==> src/rtl/fsm_q3_state_tracker_if.sv <==
// q3 state tracker bundle: serial input, debug load port and registered status.
// Master drives stimulus and load; slave (the tracker) returns y/z/z_count/err.
// Pure signal grouping, no storage and no added latency.
interface fsm_q3_state_tracker_if #(
    parameter int CNT_W = 8
);
    logic             x;
    logic             x_valid;
    logic             state_load;
    logic [2:0]       state_in;
    logic [2:0]       y;
    logic             z;
    logic [CNT_W-1:0] z_count;
    logic             err;

    modport master (
        output x, x_valid, state_load, state_in,
        input  y, z, z_count, err
    );

    modport slave (
        input  x, x_valid, state_load, state_in,
        output y, z, z_count, err
    );
endinterface

==> src/rtl/fsm_q3_state_tracker.sv <==
// Registered q3 five-state tracker with Moore z, saturating z-cycle count and sticky err.
// Latency: y/z_count/err update on the edge after an accepted input; z decodes registered y.
// Backpressure: none; x is consumed only when x_valid=1, otherwise all state holds.
module fsm_q3_state_tracker #(
    parameter int CNT_W = 8
) (
    input  logic                  clk,
    input  logic                  reset,
    fsm_q3_state_tracker_if.slave bus
);
    typedef enum logic [2:0] {
        S_000 = 3'd0,
        S_001 = 3'd1,
        S_010 = 3'd2,
        S_011 = 3'd3,
        S_100 = 3'd4
    } state_t;

    localparam logic [CNT_W-1:0] CNT_MAX = '1;

    state_t           state_q, state_d;
    logic             err_q, err_d;
    logic [CNT_W-1:0] cnt_q, cnt_d;
    logic             z_cur;
    logic             state_bad;

    assign z_cur     = (state_q == S_011) || (state_q == S_100);
    assign state_bad = (3'(state_q) > 3'd4);

    always_ff @(posedge clk) begin
        if (reset) begin
            state_q <= S_000;
            err_q   <= 1'b0;
            cnt_q   <= '0;
        end else begin
            state_q <= state_d;
            err_q   <= err_d;
            cnt_q   <= cnt_d;
        end
    end

    always_comb begin
        state_d = state_q;
        err_d   = err_q;
        cnt_d   = cnt_q;
        if (bus.state_load) begin
            if (bus.state_in > 3'd4) begin
                state_d = S_000;
                err_d   = 1'b1;
            end else begin
                state_d = state_t'(bus.state_in);
            end
        end else if (state_bad) begin
            // Upset/forced illegal code: recover to 000 without waiting for x_valid.
            state_d = S_000;
            err_d   = 1'b1;
        end else if (bus.x_valid) begin
            if (z_cur && (cnt_q != CNT_MAX)) begin
                cnt_d = cnt_q + CNT_W'(1);
            end
            case (state_q)
                S_000:   state_d = bus.x ? S_001 : S_000;
                S_001:   state_d = bus.x ? S_100 : S_001;
                S_010:   state_d = bus.x ? S_001 : S_010;
                S_011:   state_d = bus.x ? S_010 : S_001;
                S_100:   state_d = bus.x ? S_100 : S_011;
                default: state_d = S_000;
            endcase
        end
    end

    assign bus.y       = 3'(state_q);
    assign bus.z       = z_cur;
    assign bus.z_count = cnt_q;
    assign bus.err     = err_q;
endmodule
==> src/flat_wrapper.sv <==
// flat-port wrapper written by rule: the top's interface ports become plain ports
module fsm_q3_state_tracker_flat 
#(
    parameter int CNT_W = 8
)
  (clk, reset, bus_x, bus_x_valid, bus_state_load, bus_state_in, bus_y, bus_z, bus_z_count, bus_err);
  fsm_q3_state_tracker_if #(.CNT_W(CNT_W)) bus_i ();
  input  logic clk;
  input  logic reset;
  input wire logic [$bits(bus_i.x)-1:0] bus_x;
  input wire logic [$bits(bus_i.x_valid)-1:0] bus_x_valid;
  input wire logic [$bits(bus_i.state_load)-1:0] bus_state_load;
  input wire logic [$bits(bus_i.state_in)-1:0] bus_state_in;
  output wire logic [$bits(bus_i.y)-1:0] bus_y;
  output wire logic [$bits(bus_i.z)-1:0] bus_z;
  output wire logic [$bits(bus_i.z_count)-1:0] bus_z_count;
  output wire logic [$bits(bus_i.err)-1:0] bus_err;
  assign bus_i.x = bus_x;
  assign bus_i.x_valid = bus_x_valid;
  assign bus_i.state_load = bus_state_load;
  assign bus_i.state_in = bus_state_in;
  assign bus_y = bus_i.y;
  assign bus_z = bus_i.z;
  assign bus_z_count = bus_i.z_count;
  assign bus_err = bus_i.err;
  fsm_q3_state_tracker #(.CNT_W(CNT_W)) u_core (.clk(clk), .reset(reset), .bus(bus_i));
endmodule
==> config.mk <==
export PLATFORM = sky130hd
export DESIGN_NAME = fsm_q3_state_tracker_flat
export DESIGN_NICKNAME = d
export VERILOG_FILES = /design/src/rtl/fsm_q3_state_tracker_if.sv /design/src/rtl/fsm_q3_state_tracker.sv /design/src/flat_wrapper.sv
export SDC_FILE = /design/constraint.sdc
export NUM_CORES = 1
export LEC_CHECK = 0
export CAP_MARGIN = 20
export CORE_MARGIN = 10
export CORE_UTILIZATION = 48
export CTS_CLUSTER_DIAMETER = 200
export DETAILED_ROUTE_END_ITERATION = 10
export PLACE_DENSITY = 0.82
export SYNTH_ARGS = -nofsm -noshare
export SYNTH_HDL_FRONTEND = slang
export SYNTH_SLANG_ARGS = --single-unit
==> constraint.sdc <==
create_clock -name clk -period 4.19 [get_ports clk]
set_input_delay 0.838 -clock clk [delete_from_list [all_inputs] [get_ports clk]]
set_output_delay 0.838 -clock clk [all_outputs]
set_load 0.005 [all_outputs]
[Yosys cells after proc, flatten, opt, wreduce, memory -nomap -nowiden]
Index checks and enable logic that the tools add are counted.
Cells by class
  bitwise gates (word level): 2
  add/sub/neg operators: 1
  equality and inequality tests: 6
  reduce and logical (&&, ||, !) cells: 7
  multiplexer cells: 13
  magnitude comparators: 2
Operators with widths (count)
  $mux W3: 6
  $pmux W3 S5: 1
  $add A8 B1 Y8 const B: 1
  $ne A8 B8 Y1 const B: 1
  $eq A3 B2 Y1 const B: 2
  $gt A3 B3 Y1 const B: 2
  $mux W1: 4
  $mux W2: 2
  $reduce_and A4 Y1: 1
  $eq A3 B1 Y1 const B: 1
  $eq A3 B3 Y1 const B: 1
  $logic_not A3 Y1: 1
  $reduce_bool A3 Y1: 1
  $ne A2 B1 Y1 const B: 1
  $not A1 Y1: 2
  $reduce_and A2 Y1: 1
  $reduce_bool A2 Y1: 1
  $logic_and A1 B1 Y1: 1
  $logic_or A1 B1 Y1: 1
Storage, ports and cells
  register bits after elaboration: 12

[Longest topological paths before layout]
Gate-level depths: netlist of run 1.
  depth in word-level cells: 5
  mapped depth: 6

[Least setup slack after synthesis of run 1]
No wires, ideal clock.
  path type: input -> register
  from: input bus_state_load
  to: register u_core.cnt_q[6] (netlist: u_core.bus.z_count[6])
  data arrival time: 1.871 ns
  path slack: 2.249 ns
  data required time: 4.120 ns
  stages: 5
  path through: clkbuf_1 > nor2b_1 > o21ai_2 > or4_1 > a21oi_1
Between the ends
  cells in the longest elaborated chain, start to end: 2
Ends and longest elaborated chain
  from (decl): line flat_wrapper.sv:12  | input wire logic [$bits(bus_i.state_load)-1:0] bus_state_load;
  $not A1 Y1 (no source line)
  $reduce_and A4 Y1 (no source line)
  to (signal assigned): line fsm_q3_state_tracker.sv:38  | cnt_q <= cnt_d;
  to (decl): line fsm_q3_state_tracker.sv:23  | logic [CNT_W-1:0] cnt_q, cnt_d;
Every way passes these cells.
A chain may end at the register's enable or synchronous reset.

[Worst setup path in the final report of run 1]
  from: register u_core.state_q[0] (netlist: u_core.bus.y[0])
  to: output bus_z
Between the ends
  cells in the longest elaborated chain, start to end: 2
Ends and longest elaborated chain
  from (decl): line fsm_q3_state_tracker.sv:21  | state_t state_q, state_d;
  from (signal assigned): line fsm_q3_state_tracker.sv:36  | state_q <= state_d;
  $eq A3 B2 Y1 / $eq A3 B3 Y1 (equally long branches): line fsm_q3_state_tracker.sv:27  | assign z_cur = (state_q == S_011) || (state_q == S_100);
  $logic_or A1 B1 Y1 (*): line fsm_q3_state_tracker.sv:27
  to (decl): line flat_wrapper.sv:15  | output wire logic [$bits(bus_i.z)-1:0] bus_z;
Every way passes the cells marked *; elsewhere a longest branch is shown, timed or not.

==> reports/results.ini, run 1 <==
[global_route]
grtUsageMet1_pct=9.39
met3_usage_pct=3.70
globalRouteMet2Util_pct=14.6
overflow=0
grt_pass1_wl_mm=2.52
antenna_found_initial=0
grt_usage_pct=9.29
first_global_vias=599
grt-busiest-layer=met2
grt_max_degree=16

[setup_path]
crit_family=flip-flops
crit_path_end_kind=output port
worstReg2RegEnd=u_core.bus.z_count[3]
crit_cells=3
cp_num_buf_inv=1
worstPathMaxFanout=9
r2r_slack_ns=2.51
critPathKind=flop to output port
cp.arrival_ns=1.64
max_stage_delay_ns=0.51
cp-start-kind=flop
cp.required_ns=3.35
r2r_start=u_core.bus.y[0]
worst_path_max_delay_cell=dfxtp_1
rr_worst_depth=4
path_cells=and3b_1 > or2_1 > clkdlybuf4s50_1

[run_status]
status=finished clean

[final_layout]
nets=111
diodes=0
area_growth_pct=32.7
drive_above_1_share_pct=5.94
fillers=115

[timing]
worstMarginPinSlew_ns=0.517
rsz0062_at_grt=no
maxSlewHeadroom_pct=65.6
skew_ns=0.00684
drv_slew=0
min_period_over_period_pct=59.2
fmax_ghz=0.403
hold_viol_final=0
setup_tns_ns=0
fin_hold_ws_ns=0.481
setup_violations=0
min_period_ns=2.48

[detailed_routing]
drc=0
viasPerCell=6.00
drt-initial-drc-count=8
antenna_violating_nets_post_route=0
drtPass1Iterations=4
totalWireLength_mm=1.59
vias=696
wl_per_cell_um=13.7

[yosys]
synth_top_family_by_area=simple AND/OR/NAND/NOR gates
synth_xor_area_share_pct=1.27
synth_area_per_cell_um2=8.51
synthAdderAreaFrac_pct=1.81
synth_warnings=0
synthArstFlopShare_pct=0
synth_area_leaders=dfxtp_1 35%, a21oi_1 5.1%, o31ai_1 4.4%, nor2_1 3.8%, nand2b_1 3.6%
ys_ff_latch=12
synth_seq_area_share_pct=34.8
synth-simple-area-share_pct=30.1
netlist_area_um2=689
synthFlopType=dfxtp_1
synth-compound-area-share_pct=23.6
netlist_instances=81
ys_types=33
syn-num-nets=90
synth_edf_count=0
synth_top_cell_by_area=dfxtp_1
yosys.area.top_type_share_pct=34.8
synthMuxAreaShare_pct=2.90

[power_and_ir_drop]
p_sw_share_pct=24.0
power.share.clock_pct=36.8
power.density_mw_per_mm2=276
p_leak_nw=0.297
seqPwrFrac_pct=48.9
p_sw_uw=60.4
power_frac_comb_pct=14.3
p_int_uw=192
ir_worst_vdd_uv=189

[placement]
place_congestion=0.816
portBuffers=20
dp_hpwl_mm=1.20

[job]
drv_cap=0

[clocking]
htreeDepth=1
cts_hold_buf=0
cts_resized=0
cts_inserted_buffers=3
numClockSinks=12
clk_pin_slew_ns=0.08
post_cts_buffers=0
clockBufferDepth=2
cts_tree=built
clock_latency_ns=0.28
cts_root_buf=clkbuf_4

[die]
die_w_um=57.9
row_count=13
io-pin-count=21
dieArea_mm2=0.00335
start_util_pct=51.7
coreArea_mm2=0.00133
die_y_um=57.9

[min_path]
min_path_type=flop to flop
min_from=u_core.bus.err
min_to=u_core.bus.err
min_path_cells=2

-- worst max-delay path by stage --
| stage | from | end |
|---|---|---|
| 2_1_floorplan | bus_state_load | u_core.bus.z_count[6] |
| 3_3_place_gp | bus_state_load | u_core.bus.z_count[6] |
| 3_5_place_dp | bus_state_load | u_core.bus.z_count[3] |
| 4_1_cts | u_core.bus.y[0] | bus_z |
| 5_1_grt | u_core.bus.y[2] | bus_z |
| 6_report | u_core.bus.y[0] | bus_z |
-- metal layers --
layer | vias to the layer above | wire length (um)
met5 | - | 0
met4 | 0 | 53
met3 | 5 | 140
met2 | 22 | 700
met1 | 314 | 690
li1 | 355 | -
-- cell usage after synthesis (all sizes together) (2+ instances only) --
cell type,number
a211oi,2
a21oi,7
a311oi,2
buf,2
clkbuf,2
dfxtp,12
inv,2
mux2i,2
nand2,2
nand2b,4
nand3,4
nand4,2
nor2,7
o21ai,6
o31ai,4
or3,4
or4,3
-- logic make-up (layout without fill, tap and decap cells) --
group / count (synthesis) / in the layout
AND/OR/NAND/NOR: 34 / 34
AO/OA/AOI/OAI: 25 / 25
flip-flops: 12 / 12
buffers and inverters: 6 / 26
multiplexers: 2 / 2
adder cells (fa/ha/maj): 1 / 1
XOR/XNOR: 1 / 1
-- worst min-delay path, cell delays in order, from the launching register on --
cell and delay [ns]:
dfxtp_1 0.34, nor2_1 0.05, nor2_1 0.06
-- layout by cell type, fill, tap and decap left out, types with 2 or more instances in the layout --
cell type and count:
nand2b_1 4, mux2i_1 2, clkbuf_4 3, nand2_1 2, a21oi_1 7, nor2_1 7, dfxtp_1 12, nand3_1 4
or3_1 4, o31ai_1 4, a211oi_1 2, clkdlybuf4s50_1 20, inv_1 2, o21ai_0 4, a311oi_1 2, or4_1 3
nand4_1 2
-- registers in the layout (all words and copies together), names as in the netlist --
signal and flops:
u_core.bus.y 3, u_core.bus.z_count 8, u_core.bus.err 1
-- cell type report --
| type | count | area, um^2 | area share (%) |
|---|---|---|---|
| Multi-Input combinational cell | 63 | 412 | 45.0 |
| Sequential cell | 12 | 240 | 26.3 |
| Timing Repair Buffer | 20 | 200 | 21.9 |
| Clock buffer | 4 | 36.3 | 3.97 |
| Tap cell | 15 | 18.8 | 2.05 |
| Inverter | 2 | 7.51 | 0.821 |
-- power by group through the flow --
stage	clock network, mW	registers, mW	logic, mW
floorplan	0	0.124	0.0211
global placement	0	0.126	0.0360
detailed placement	0	0.126	0.0366
CTS	0.0934	0.123	0.0366
global route	0.0983	0.124	0.0394
finish	0.0928	0.123	0.0360
-- through the flow --
step | setup slack [ns] | utilization, % | power, mW | cell area, um^2 | std cells
floorplan | 2.25 | - | 0.145 | 689 | 81
global placement | 1.70 | 65.9 | 0.162 | 878 | 112
detailed placement | 1.67 | 65.9 | 0.162 | 878 | 112
CTS | 1.71 | 68.6 | 0.253 | 915 | 116
global route | 1.62 | 68.6 | 0.262 | 915 | 116
finish | 1.71 | 68.6 | 0.252 | 915 | 116
(Power assumes the default switching activity.)
==> run 2: changes to the inputs <==
--- a/config.mk
+++ b/config.mk
@@ -7,10 +7,10 @@
 export LEC_CHECK = 0
 export CAP_MARGIN = 20
 export CORE_MARGIN = 10
-export CORE_UTILIZATION = 48
+export CORE_UTILIZATION = 44
 export CTS_CLUSTER_DIAMETER = 200
 export DETAILED_ROUTE_END_ITERATION = 10
-export PLACE_DENSITY = 0.82
+export PLACE_DENSITY = 0.76
 export SYNTH_ARGS = -nofsm -noshare
 export SYNTH_HDL_FRONTEND = slang
 export SYNTH_SLANG_ARGS = --single-unit
==> constraint.sdc (replaced) <==
create_clock -name clk -period 2.6 [get_ports clk]
set_input_delay 0.52 -clock clk [delete_from_list [all_inputs] [get_ports clk]]
set_output_delay 0.52 -clock clk [all_outputs]
set_load 0.005 [all_outputs]
==> run 2 against run 1 <==
Against the previous run:
- utilization shrank 6.6 points
- sequential share of layout area shrank 0.25 points
- global-route usage grew 0.28 points
- first-iteration DRC count shrank 25%
- total power grew 63%
- register-to-register slack lost 1.6 ns
- worst hold slack gained 0.012 ns
- sequential cell count is the same
- highest routed layer unchanged
- largest power group unchanged
- via count grew 0.86%
- clock power grew 65%
==> reports/results.ini, run 2 (synthesis results as in run 1) <==
[run_status]
status=finished clean

[clocking]
clk_pin_slew_ns=0.08
htreeDepth=1
post_cts_buffers=0
cts_inserted_buffers=3
cts_resized=0
clockBufferDepth=2
clock_latency_ns=0.28
cts_tree=built
numClockSinks=12
cts_root_buf=clkbuf_4
cts_hold_buf=0

[die]
row_count=14
die_y_um=59.6
die_w_um=59.6
coreArea_mm2=0.00149
dieArea_mm2=0.00355
io-pin-count=21
start_util_pct=46.3

[min_path]
min_path_type=flop to flop

[final_layout]
nets=112
fin_area_um2=923
drive_above_1_share_pct=6.86
layout_commonest_cell=clkdlybuf4s50_1
diodes=0
layout_common_cells=20 x clkdlybuf4s50_1, 12 x dfxtp_1, 7 x nor2_1, 7 x a21oi_1
area_growth_pct=33.9
largest_register_ffs=8
fin_util_pct=62.0
instances_no_fill=118
fillers=138

[detailed_routing]
wl_per_cell_um=13.6
drt-initial-drc-count=6
antenna_violating_nets_post_route=0
drc=0
vias=702
viasPerCell=5.95
drtPass1Iterations=4
totalWireLength_mm=1.61

[global_route]
overflow=0
antenna_found_initial=0
first_global_vias=661
grt_max_degree=16
grt_pass1_wl_mm=2.70
grt_usage_pct=9.58

[timing]
worstMarginPinSlew_ns=0.509
maxSlewHeadroom_pct=66.1
drv_slew=0
finalWorstSetupSlack_ns=0.424
fin_hold_ws_ns=0.492
setup_tns_ns=0
min_period_over_period_pct=83.7
fmax_ghz=0.459
min_period_ns=2.18
setup_violations=0
skew_ns=0.00692
hold_viol_final=0
rsz0062_at_grt=no

[power_and_ir_drop]
p_int_uw=310
ir_worst_vdd_uv=211
finalPower_uw=411
power_frac_comb_pct=14.4
p_leak_nw=0.302
seqPwrFrac_pct=48.4
p_sw_uw=101
power.density_mw_per_mm2=445
power.share.clock_pct=37.3
p_sw_share_pct=24.6

[setup_path]
cp-start-kind=flop
r2r_slack_ns=0.90
worstPathMaxFanout=9
cp.required_ns=2.08
crit_path_end_kind=output port
cp.arrival_ns=1.66
critPathKind=flop to output port

[placement]
place_congestion=0.788
portBuffers=20
placed_cells=114
dp_hpwl_mm=1.21
postPlaceCellArea_um2=887
pre_cts_ws_ns=0.483

[job]
drv_cap=0

[run 2: cell types whose count changed in the layout (fill, tap and decap cells not counted)]
cell / previous run / this run
buf_4: 0 / 1
[run 2: power groups by stage]
stage	logic (mW)	registers [mW]	clock network, mW
after floorplan	0.0340	0.200	0
after global placement	0.0594	0.203	0
after detailed placement	0.0597	0.203	0
after CTS	0.0600	0.199	0.156
after global routing	0.0652	0.200	0.166
final	0.0591	0.199	0.153
[run 2: layout make-up]
type / instances / area, um^2 / area share [%]
clock buffers: 4 / 36.3 / 3.93
well taps: 16 / 20.0 / 2.17
inverters: 2 / 7.51 / 0.813
multi-input cells: 63 / 412 / 44.6
repair buffers: 21 / 208 / 22.5
flip-flops and latches: 12 / 240 / 26.0
[run 2: critical path, cell delays in order, from the launching register on]
cell             delay (ns)
dfxtp_1                0.52
and3b_1                0.25
or2_1                  0.11
clkdlybuf4s50_1        0.50
[run 2: worst paths after layout]
kind	end	depth (start not counted)	from
setup / recovery	bus_z	3	u_core.bus.y[0]
hold / removal	u_core.bus.err	2	u_core.bus.err
setup reg to reg	u_core.bus.z_count[6]	4	u_core.bus.y[0]
hold reg to reg	u_core.bus.err	2	u_core.bus.err
[run 2: routing by layer]
metal	global-route usage [%]	vias up	routed length, um
met5	0	-	0
met4	7.69	0	46
met3	3.22	4	144
met2	15.5	21	719
met1	9.82	326	696
li1	-	351	-
==> run 3: changes to the inputs <==
--- a/config.mk
+++ b/config.mk
@@ -7,10 +7,10 @@
 export LEC_CHECK = 0
 export CAP_MARGIN = 20
 export CORE_MARGIN = 10
-export CORE_UTILIZATION = 44
+export CORE_UTILIZATION = 40
 export CTS_CLUSTER_DIAMETER = 200
 export DETAILED_ROUTE_END_ITERATION = 10
-export PLACE_DENSITY = 0.76
+export PLACE_DENSITY = 0.73
 export SYNTH_ARGS = -nofsm -noshare
 export SYNTH_HDL_FRONTEND = slang
 export SYNTH_SLANG_ARGS = --single-unit
==> constraint.sdc (replaced) <==
create_clock -name clk -period 1.8 [get_ports clk]
set_input_delay 0.36 -clock clk [delete_from_list [all_inputs] [get_ports clk]]
set_output_delay 0.36 -clock clk [all_outputs]
set_load 0.005 [all_outputs]
==> run 3 against run 2 <==
Against the previous run:
- sequential power is 42% higher
- setup slack worse by 0.31 ns
- global-route usage is 0.91 points higher
- cell area is 6.8% higher
- final cell count is 6.8% higher
- worst hold slack better by 0.0027 ns
- critical endpoint unchanged
- clock-buffer cell count stayed put
- clock skew is 0.00085 ns lower
==> reports/results.ini, run 3 (synthesis results as in run 1) <==
[timing]
min_period_over_period_pct=93.6
fmax_ghz=0.594
worstMarginPinSlew_ns=0.524
hold_viol_final=0
finalWorstSetupSlack_ns=0.115
rsz0062_at_grt=no
min_period_ns=1.68
maxSlewHeadroom_pct=64.9
setup_violations=0
skew_ns=0.00607
drv_slew=0

[final_layout]
fin_area_um2=986
layout_common_cells=19 x clkdlybuf4s50_1, 11 x dfxtp_1, 9 x buf_4, 7 x nor2_1, 7 x a21oi_1
nets=120
area_growth_pct=43.0
largest_register_ffs=8
drive_above_1_share_pct=14.5
layout_commonest_cell=clkdlybuf4s50_1
diodes=0

[power_and_ir_drop]
p_leak_nw=0.343
ir_worst_vdd_uv=487
power.density_mw_per_mm2=620

[min_path]
min_path_type=flop to flop
min_to=u_core.bus.err
min_path_cells=2
min_from=u_core.bus.err

[setup_path]
r2r_start=u_core.bus.z_count[0]
rr_worst_depth=5
worstPathMaxFanout=8
critPathKind=flop to output port
crit_path_end_kind=output port
cp.required_ns=1.44
r2r_slack_ns=0.16
cp-start-kind=flop
worstReg2RegEnd=u_core.bus.z_count[3]
cp.arrival_ns=1.32

[detailed_routing]
drtPass1Iterations=4
wl_per_cell_um=14.8
vias=750
antenna_violating_nets_post_route=0
drc=0
drt-initial-drc-count=15
totalWireLength_mm=1.86
viasPerCell=5.95

[die]
die_w_um=61.5
dieArea_mm2=0.00378
die_y_um=61.5
row_count=14
io-pin-count=21
coreArea_mm2=0.00156
start_util_pct=44.2

[global_route]
grt_pass1_wl_mm=2.97
overflow=0
grt_usage_pct=10.5
antenna_found_initial=0
first_global_vias=672
grt_max_degree=14

[placement]
place_congestion=0.775
pre_cts_ws_ns=-0.124
portBuffers=20
dp_hpwl_mm=1.42
postPlaceCellArea_um2=947

[clocking]
htreeDepth=1
clock_latency_ns=0.29
clockBufferDepth=2
cts_tree=built
numClockSinks=12
cts_inserted_buffers=3
cts_root_buf=clkbuf_4
clk_pin_slew_ns=0.08

[run_status]
status=finished clean

[job]
drv_cap=0

## run 3: worst max-delay path by stage
| stage | startpoint | end | cells past startpoint |
|---|---|---|---|
| after floorplan | bus_state_load | u_core.bus.z_count[6] | 5 |
| after global placement | bus_x_valid | u_core.bus.z_count[3] | 5 |
| after detailed placement | bus_x_valid | u_core.bus.z_count[6] | 5 |
| after CTS | u_core.bus.y[1] | bus_z | 3 |
| after global routing | u_core.bus.y[1] | bus_z | 3 |
| final | u_core.bus.y[1] | bus_z | 3 |
## run 3: where the power goes
group	switching, mW	total [mW]	internal (mW)
combinational	0.0445	0.104	0.0600
sequential	0.00861	0.282	0.273
clock	0.102	0.225	0.123
## run 3: area by class of cell
class	instances	area [um^2]
fill	146	573
inverter	2	7.51
multi-input combinational	63	412
clock buffer	4	36.3
tap	16	20.0
sequential	12	244
timing repair buffer	29	267
## run 3: through the flow
stage | setup TNS [ns] | cells | hold slack [ns] | util (%) | power [mW]
finish | 0 | 126 | 0.495 | 63.2 | 0.612
global route | 0 | 126 | 0.506 | 63.2 | 0.649
CTS | 0 | 126 | 0.489 | 63.2 | 0.617
detailed placement | -0.534 | 122 | 0.476 | 60.8 | 0.394
global placement | -0.200 | 122 | 0.456 | 60.8 | 0.391
floorplan | 0 | 81 | 0.432 | - | 0.337
## run 3: worst max-delay path, stage by stage, from the launching register on
cell and delay, ns:
dfxtp_4 0.38, and3b_1 0.20, or2_1 0.21, dlygate4sd2_1 0.26
## run 3: layer usage
metal | vias up | GRT usage [%] | routed length [um]
li1 | 373 | - | -
met1 | 345 | 10.4 | 712
met2 | 25 | 16.7 | 887
met3 | 7 | 7.00 | 217
met4 | 0 | 5.10 | 45
met5 | - | 0 | 0
## run 3: repair_timing
item,in CTS,in global routing
setup endpoints to repair,1,0
setup buffers,0,0
hold buffers,0,0
gates resized for setup,3,0
==> variant, RTL diff (settings of run 2) <==
`CNT_W` is set to 8 in 3 places; all go to 6.
--- a/src/rtl/fsm_q3_state_tracker_if.sv
+++ b/src/rtl/fsm_q3_state_tracker_if.sv
@@ -2,7 +2,7 @@
 // Master drives stimulus and load; slave (the tracker) returns y/z/z_count/err.
 // Pure signal grouping, no storage and no added latency.
 interface fsm_q3_state_tracker_if #(
-    parameter int CNT_W = 8
+    parameter int CNT_W = 6
 );
     logic             x;
     logic             x_valid;
--- a/src/rtl/fsm_q3_state_tracker.sv
+++ b/src/rtl/fsm_q3_state_tracker.sv
@@ -2,7 +2,7 @@
 // Latency: y/z_count/err update on the edge after an accepted input; z decodes registered y.
 // Backpressure: none; x is consumed only when x_valid=1, otherwise all state holds.
 module fsm_q3_state_tracker #(
-    parameter int CNT_W = 8
+    parameter int CNT_W = 6
 ) (
     input  logic                  clk,
     input  logic                  reset,
--- a/src/flat_wrapper.sv
+++ b/src/flat_wrapper.sv
@@ -1,7 +1,7 @@
 // flat-port wrapper written by rule: the top's interface ports become plain ports
 module fsm_q3_state_tracker_flat 
 #(
-    parameter int CNT_W = 8
+    parameter int CNT_W = 6
 )
   (clk, reset, bus_x, bus_x_valid, bus_state_load, bus_state_in, bus_y, bus_z, bus_z_count, bus_err);
   fsm_q3_state_tracker_if #(.CNT_W(CNT_W)) bus_i ();
Ports: changed (resized bus_z_count); port bits go from 21 to 19. No check against the original RTL was run, so the function may have changed too.
==> variant against run 2 <==
Area after synthesis shrank 10%; highest routed layer unchanged; hold slack gained 0.017 ns; via count shrank 17%; synthesized cell count shrank 9.9%; sequential cell count shrank 2; power shrank 21%; setup slack lost 0.10 ns; clock skew grew 0.0019 ns; design area shrank 12%; first-iteration DRC count grew to 2.5 times the old value; routed wire length shrank 13%.
==> variant: results (changes against run 2) <==
| Metric | Value |
|---|---|
| Yosys cell types | `37 (was 33)` |
| First-pass GRT wire length | `2.43 mm (was 2.70 mm)` |
| Min Tclk post-route | `2.28 ns (was 2.18 ns)` |
| Post-synthesis compound-gate area fraction | `0.254 (was 0.236)` |
| Crit path DAT | `1.76 ns (was 1.66 ns)` |
| Place WS | `0.523 ns (was 0.483 ns)` |
| Max reg flops | `6 (was 8)` |
| Slew Limit Headroom | `0.691 (was 0.661)` |
| DR vias/cell | `5.58 (was 5.95)` |
| Share of cells above drive strength 1 | `0.122 (was 0.0686)` |
| Final setup skew | `0.00883 ns (was 0.00692 ns)` |
| # fillers | `111 (was 138)` |
| GPL Wtd Cong | `0.831 (was 0.788)` |
| Post-detail-place hpwl | `1.09 mm (was 1.21 mm)` |
| R2R setup slack | `0.86 ns (was 0.90 ns)` |
| Adder-Cell Fraction of Synth Area | `0.0202 (was 0.0181)` |
| Nets | `101 (was 112)` |
| XOR/XNOR Fraction of Synth Area | `0.0282 (was 0.0127)` |
| Reg2reg end | `u_core.bus.z_count[5] (was u_core.bus.z_count[6])` |
| Top post-synthesis cells by area | `dfxtp_1, nor2_1, a21oi_1 (was dfxtp_1, a21oi_1, o31ai_1)` |
| Leakage power | `0.000278 uW (was 0.000302 uW)` |
| Setup crit start | `u_core.bus.y[2] (was u_core.bus.y[0])` |
| Multiplexer share of the synthesized area | `0.0161 (was 0.0290)` |
| Clock transition at path regs | `0.06 ns (was 0.08 ns)` |
| Status | `finished clean (unchanged)` |
[variant: layout make-up]
class | instances | area share
Multi-Input combinational cell | 56 | 0.462
Sequential cell | 10 | 0.247
Timing Repair Buffer | 19 | 0.231
Clock buffer | 3 | 0.0277
Tap cell | 15 | 0.0231
Inverter | 2 | 0.00924
[variant: power by group through the flow]
| stage | combinational [uW] | clock [uW] | sequential, uW |
|---|---|---|---|
| after floorplan | 38.2 | 0 | 164 |
| after global placement | 55.0 | 0 | 170 |
| after detailed placement | 56.4 | 0 | 170 |
| after CTS | 56.6 | 109 | 167 |
| after global routing | 62.8 | 118 | 168 |
| final | 56.0 | 104 | 167 |
[variant: worst max-delay path, cell delays in order (launching register included)]
cell and delay (ns):
dfxtp_1 0.49, and3b_2 0.28, or2_2 0.29, clkdlybuf4s50_1 0.44
[variant: kinds of logic (layout without fill, tap and decap cells)]
group | count (synthesis) | count (layout)
and+or+nand+nor | 31 | 31
AOI/OAI and AO/OA | 21 | 21
DFF | 10 | 10
buffers and inverters | 7 | 24
xor gates and xnor gates | 2 | 2
adders and majority gates | 1 | 1
muxes | 1 | 1
[variant: worst min-delay path by stage]
| stage | start | endpoint | depth (start not counted) |
|---|---|---|---|
| after floorplan | u_core.bus.err | u_core.bus.err | 2 |
| after global placement | u_core.bus.err | u_core.bus.err | 2 |
| after detailed placement | u_core.bus.z_count[4] | u_core.bus.z_count[4] | 2 |
| after CTS | u_core.bus.z_count[4] | u_core.bus.z_count[4] | 2 |
| after global routing | u_core.bus.z_count[4] | u_core.bus.z_count[4] | 2 |
| final | u_core.bus.z_count[4] | u_core.bus.z_count[4] | 2 |
[variant: metrics by stage]
stage	hold slack (ns)	cell area [um^2]	std cells	total power [uW]	utilization
after global routing	0.538	812	105	349	0.616
after global placement	0.465	790	102	225	0.599
after CTS	0.506	812	105	332	0.616
after detailed placement	0.495	790	102	227	0.599
final	0.509	812	105	327	0.616
after floorplan	0.472	621	73	202	-
[variant: per-layer routing]
layer / track usage / vias to the layer above / share of wire
li1: - / 302 / -
met1: 0.108 / 267 / 0.46
met2: 0.127 / 15 / 0.46
met3: 0.0597 / 2 / 0.078
met4: 0.0201 / 0 / 0.0057
met5: 0 / - / 0
